==> config.mk <==
export PLATFORM = sky130hd
export DESIGN_NAME = dmem_responder
export DESIGN_NICKNAME = d
export VERILOG_FILES = /design/src/rtl/dmem_responder.sv
export SDC_FILE = /design/constraint.sdc
export NUM_CORES = 2
export LEC_CHECK = 0
export ABC_AREA = 1
export BUFFER_PORTS_ARGS = -buffer_cell sky130_fd_sc_hd__buf_2
export CAP_MARGIN = 20
export CORE_UTILIZATION = 64
export CTS_BUF_LIST = sky130_fd_sc_hd__clkbuf_16
export DETAILED_ROUTE_END_ITERATION = 8
export MAX_ROUTING_LAYER = met4
export PLACE_DENSITY = 0.81
export SYNTH_ARGS = -nofsm -noshare
export SYNTH_HDL_FRONTEND = slang
export SYNTH_SLANG_ARGS = --single-unit
==> constraint.sdc <==
create_clock -name clk -period 2.7 [get_ports clk]
set_clock_uncertainty 0.15 [all_clocks]
set_input_delay 0 -clock clk [delete_from_list [all_inputs] [get_ports clk]]
set_output_delay 0 -clock clk [all_outputs]
set_load 0.05 [all_outputs]
==> src/rtl/dmem_responder.sv <==
// Word-wide data memory responder with valid/ready request and response channels and fixed access latency.
// Optional access-error checking (misaligned / out-of-range) is enabled by defining DMEM_RESPONDER_ERR_EN.
module dmem_responder #(
   parameter int DEPTH   = 64,
   parameter int LATENCY = 2
) (
   input  logic        clk,
   input  logic        rst,
   input  logic        req_valid,
   output logic        req_ready,
   input  logic        req_write,
   input  logic [31:0] req_addr,
   input  logic [31:0] req_wdata,
   output logic        resp_valid,
   input  logic        resp_ready,
   output logic [31:0] resp_rdata,
   output logic        resp_err
);

   localparam int IDX_W = $clog2(DEPTH);
   localparam int CNT_W = $clog2(LATENCY) + 1;

   typedef enum logic [1:0] {
      IDLE = 2'd0,
      WAIT = 2'd1,
      RESP = 2'd2
   } state_t;

   state_t              state_reg;
   state_t              state_next;
   logic [31:0]         addr_q;
   logic                write_q;
   logic [31:0]         wdata_q;
   logic [CNT_W-1:0]    cnt;
   logic [31:0]         rdata_q;
   logic                err_q;
   logic [31:0]         mem [DEPTH];
   logic [IDX_W-1:0]    idx;
   logic                access_fire;
   logic                acc_err;
   logic                mem_we;
   logic                unused_addr_bits;

   assign idx         = addr_q[IDX_W+1:2];
   assign access_fire = (state_reg == WAIT) && (cnt == '0);
   assign mem_we      = access_fire && write_q && !acc_err;

`ifdef DMEM_RESPONDER_ERR_EN
   assign acc_err = (addr_q[1:0] != 2'b00) || (addr_q >= 32'(DEPTH * 4));
`else
   assign acc_err = 1'b0;
`endif

   // Upper address bits alias and byte offset is ignored when error checking is off.
   assign unused_addr_bits = ^{addr_q[31:IDX_W+2], addr_q[1:0]};

   always_ff @(posedge clk or negedge rst) begin
      if (!rst) begin
         state_reg <= IDLE;
      end else begin
         state_reg <= state_next;
      end
   end

   always_comb begin
      state_next = state_reg;
      case (state_reg)
         IDLE:    if (req_valid) state_next = WAIT;
         WAIT:    if (cnt == '0) state_next = RESP;
         RESP:    if (resp_ready) state_next = IDLE;
         default: state_next = IDLE;
      endcase
   end

   always_comb begin
      req_ready  = 1'b0;
      resp_valid = 1'b0;
      case (state_reg)
         IDLE:    req_ready  = 1'b1;
         RESP:    resp_valid = 1'b1;
         default: begin
            req_ready  = 1'b0;
            resp_valid = 1'b0;
         end
      endcase
   end

   always_ff @(posedge clk or negedge rst) begin
      if (!rst) begin
         addr_q  <= '0;
         write_q <= 1'b0;
         wdata_q <= '0;
         cnt     <= '0;
         rdata_q <= '0;
         err_q   <= 1'b0;
      end else if (state_reg == IDLE && req_valid) begin
         addr_q  <= req_addr;
         write_q <= req_write;
         wdata_q <= req_wdata;
         cnt     <= CNT_W'(LATENCY - 1);
      end else if (state_reg == WAIT) begin
         if (cnt != '0) begin
            cnt <= cnt - CNT_W'(1);
         end else begin
            // Stores and faulted accesses return zero data.
            rdata_q <= (write_q || acc_err) ? 32'h0 : mem[idx];
            err_q   <= acc_err;
         end
      end
   end

   // Storage is register-based so that reset can clear every word.
   always_ff @(posedge clk or negedge rst) begin
      if (!rst) begin
         for (int i = 0; i < DEPTH; i++) begin
            mem[i] <= '0;
         end
      end else if (mem_we) begin
         mem[idx] <= wdata_q;
      end
   end

   assign resp_rdata = rdata_q;
   assign resp_err   = err_q;

endmodule

==> results.json <==
{
  "outcome": "finished, violations left",
  "violations": "negative setup slack",
  "clkSlewWorstSetupHoldPaths_ps": 70,
  "die_w_um": 399,
  "place_inst": 15100,
  "synth_ff_type": "dfrtp_1",
  "syn_to_final_growth_pct": 14.5,
  "port_buffers": 76,
  "met3_usage": 0.116,
  "rsz0062_at_grt": "true",
  "core_um2": 156000,
  "synth_nets": 13500,
  "postSynthRegisterBits": 2123,
  "drc_errors": 0,
  "synth_mux_area_frac": 0.000112,
  "final_cell_mix": "nand2_1 (4,674), dfrtp_1 (2,120), o21ai_0 (2,011)",
  "p_total_mw": 123,
  "cts_buffers": 213,
  "post_drt_wl_per_cell_um": 21.3,
  "vias": 92800,
  "ios": 104,
  "cp-start-kind": "flop",
  "max_freq_ghz": 0.354,
  "peakVddDrop_uv": 1690,
  "synthDistinctLibCells": 26,
  "r2r_slack_ps": -130,
  "drive_gt1_frac": 0.0912,
  "leakage_nw": 57.9,
  "cts.sinks": 2123,
  "grt_max_degree": 86,
  "synth_edf_count": 0,
  "pre_cts_ws_ps": -412,
  "finish.utilization": 0.738,
  "cp_cell_sequence": "inv_1, ha_1, nand3_4, buf_12, nor4_4, buf_4, nand2_2, buf_12, o21ai_0",
  "track_usage": 0.435,
  "synthSimpleGateAreaFrac": 0.244,
  "initial_core_util": 0.644,
  "cts_tree": "yes",
  "relSlewSlack": 0.361,
  "layout_commonest_cell": "nand2_1",
  "syn_inst": 13500,
  "grt.overflow.total": 0,
  "worstPathMaxFanout": 64,
  "wirelength_mm": 335,
  "synth-xor-area-share": 0,
  "grt_pass1_wl_mm": 515,
  "finalSetupViolCount": 18,
  "path_buf_inv": 4,
  "synth_top_family_by_area": "simple AND/OR/NAND/NOR gates",
  "multi_input_area_um2": 36900,
  "instances_no_fill": 15700,
  "worst_setup_path_end_kind": "flop",
  "detail_route.iter0.violations": 12900,
  "yosysWarnings": 0,
  "crit_arrival_ps": 3410,
  "hp-class": "in2reg",
  "hold_viol_final": 0,
  "worstSkewPairLatency_ps": 880,
  "async_flop_share": 1.00,
  "antenna_found_initial": 14,
  "drt_first_pass_iters": 8,
  "synth_adder_area_share": 0.000124,
  "post_dp_cell_area_um2": 107000,
  "ant_nets": 0,
  "crit_required_ps": 3280,
  "finalWorstSetupSlack_ps": -127,
  "cpPeakStageDelay_ps": 400,
  "finalMaxSlewViolations": 0,
  "vias_per_cell": 5.91,
  "crit_type": "reg2reg",
  "dp.final_hpwl_mm": 193,
  "regMostFlops": "mem",
  "period_minus_slack_ps": 2830,
  "gr-usage-met2": 0.637,
  "cap_violations": 0,
  "cpLargestDelayFamily": "buffers and inverters",
  "cts_root_buf": "clkbuf_16",
  "gp_congestion": 0.964,
  "htreeDepth": 4,
  "grt_pass1_vias": 90500,
  "grt_busiest_layer": "met2",
  "tightest_slew_ps": 959,
  "die-area_um2": 159000,
  "nets": 13500,
  "fill_cells": 11000,
  "critPathSlowestCell": "o21ai_0",
  "finalInstanceArea_um2": 115000,
  "seq_area_um2": 53100,
  "synth_compound_area_frac": 0.119,
  "rows": 145,
  "fin_crit_sh": 1.05,
  "power_density_nw_per_um2": 1060,
  "syn_area_per_cell_um2": 7.48,
  "seq_area_frac_synth": 0.528,
  "syn_area_um2": 101000,
  "grtUsageMet1": 0.554,
  "largest_register_ffs": 2048,
  "fp.dieH_um": 399,
  "cpMostUsedCell": "buf_12",
  "clk_path_buf_depth": 3
}
worst paths after layout:
kind	end	depth (start not counted)	start
setup / recovery	mem[1363]	9	cnt[0]
hold / removal	wdata_q[20]	5	req_valid
setup reg to reg	mem[1363]	9	cnt[0]
hold reg to reg	mem[942]	2	mem[942]
max in group asynchronous	mem[661]	4	rst
min in group asynchronous	mem[1622]	4	rst
routing by layer:
metal	vias up	wire, um
met5	-	0
met4	0	21000
met3	1461	48000
met2	6291	145000
met1	43700	121000
li1	41300	-
tightest hold or removal path: cells and delay by family:
family          cells  cell delay, ps
buf+inv             3             870
simple gates        1             220
compound gates      1              80
synth_stat cells, types with 8 or more instances:
master / number / area share
a21oi_1: 38 / 0.0019
buf_1: 19 / 0.00071
buf_2: 36 / 0.0018
clkbuf_1: 931 / 0.035
dfrtp_1: 2123 / 0.53
inv_1: 1899 / 0.071
nand2_1: 4709 / 0.18
nand2_2: 64 / 0.0040
nand3_1: 959 / 0.048
nor2_1: 182 / 0.0068
nor3_1: 8 / 0.00040
nor4_4: 8 / 0.0017
o211ai_1: 32 / 0.0024
o21ai_0: 2077 / 0.10
o21ai_1: 228 / 0.011
or2_2: 128 / 0.0080
report_power, final:
group	leakage, nW	total [mW]	switching, mW	internal [mW]
Combinational	25.1	50.8	34.5	16.4
Sequential	29.3	43.3	4.32	39.0
Clock	3.45	28.6	13.0	15.6
Total	57.9	123	51.8	70.9
kinds of logic after synthesis:
| group | count (synthesis) |
|---|---|
| AO/OA/AOI/OAI | 2377 |
| adder cells (fa/ha/maj) | 1 |
| buffers and inverters | 2892 |
| flip-flops | 2123 |
| multiplexers | 1 |
| other | 1 |
| AND/OR/NAND/NOR | 6061 |
stage by stage:
step                      TNS (ps)  hold slack (ps)
after global placement       -6970            -63.7
after CTS                     -152              201
final                         -494              196
after floorplan                  0             -446
after detailed placement     -3520            -51.1
after global routing          -922              177
final cells by class:
class                           instances  area share
Antenna cell                           11    0.000239
Clock inverter                        176      0.0102
Multi-Input combinational cell       8442       0.320
Inverter                             1903      0.0623
Clock buffer                          217      0.0471
Timing Repair Buffer                  755      0.0767
Tap cell                             2058      0.0223
Sequential cell                      2123       0.461
repair_timing:
| item | 4_1_cts | 5_1_grt |
|---|---|---|
| gates cloned | 2 | 11 |
| buffers inserted | 1 | 11 |
| hold buffers | 115 | 0 |
| endpoints found under the setup margin | 96 | 318 |
| gates resized for setup | 36 | 151 |
| pin swaps | 1 | 13 |
| hold endpoints to repair | 2164 | 0 |
Power figures use the tool's default switching activity.
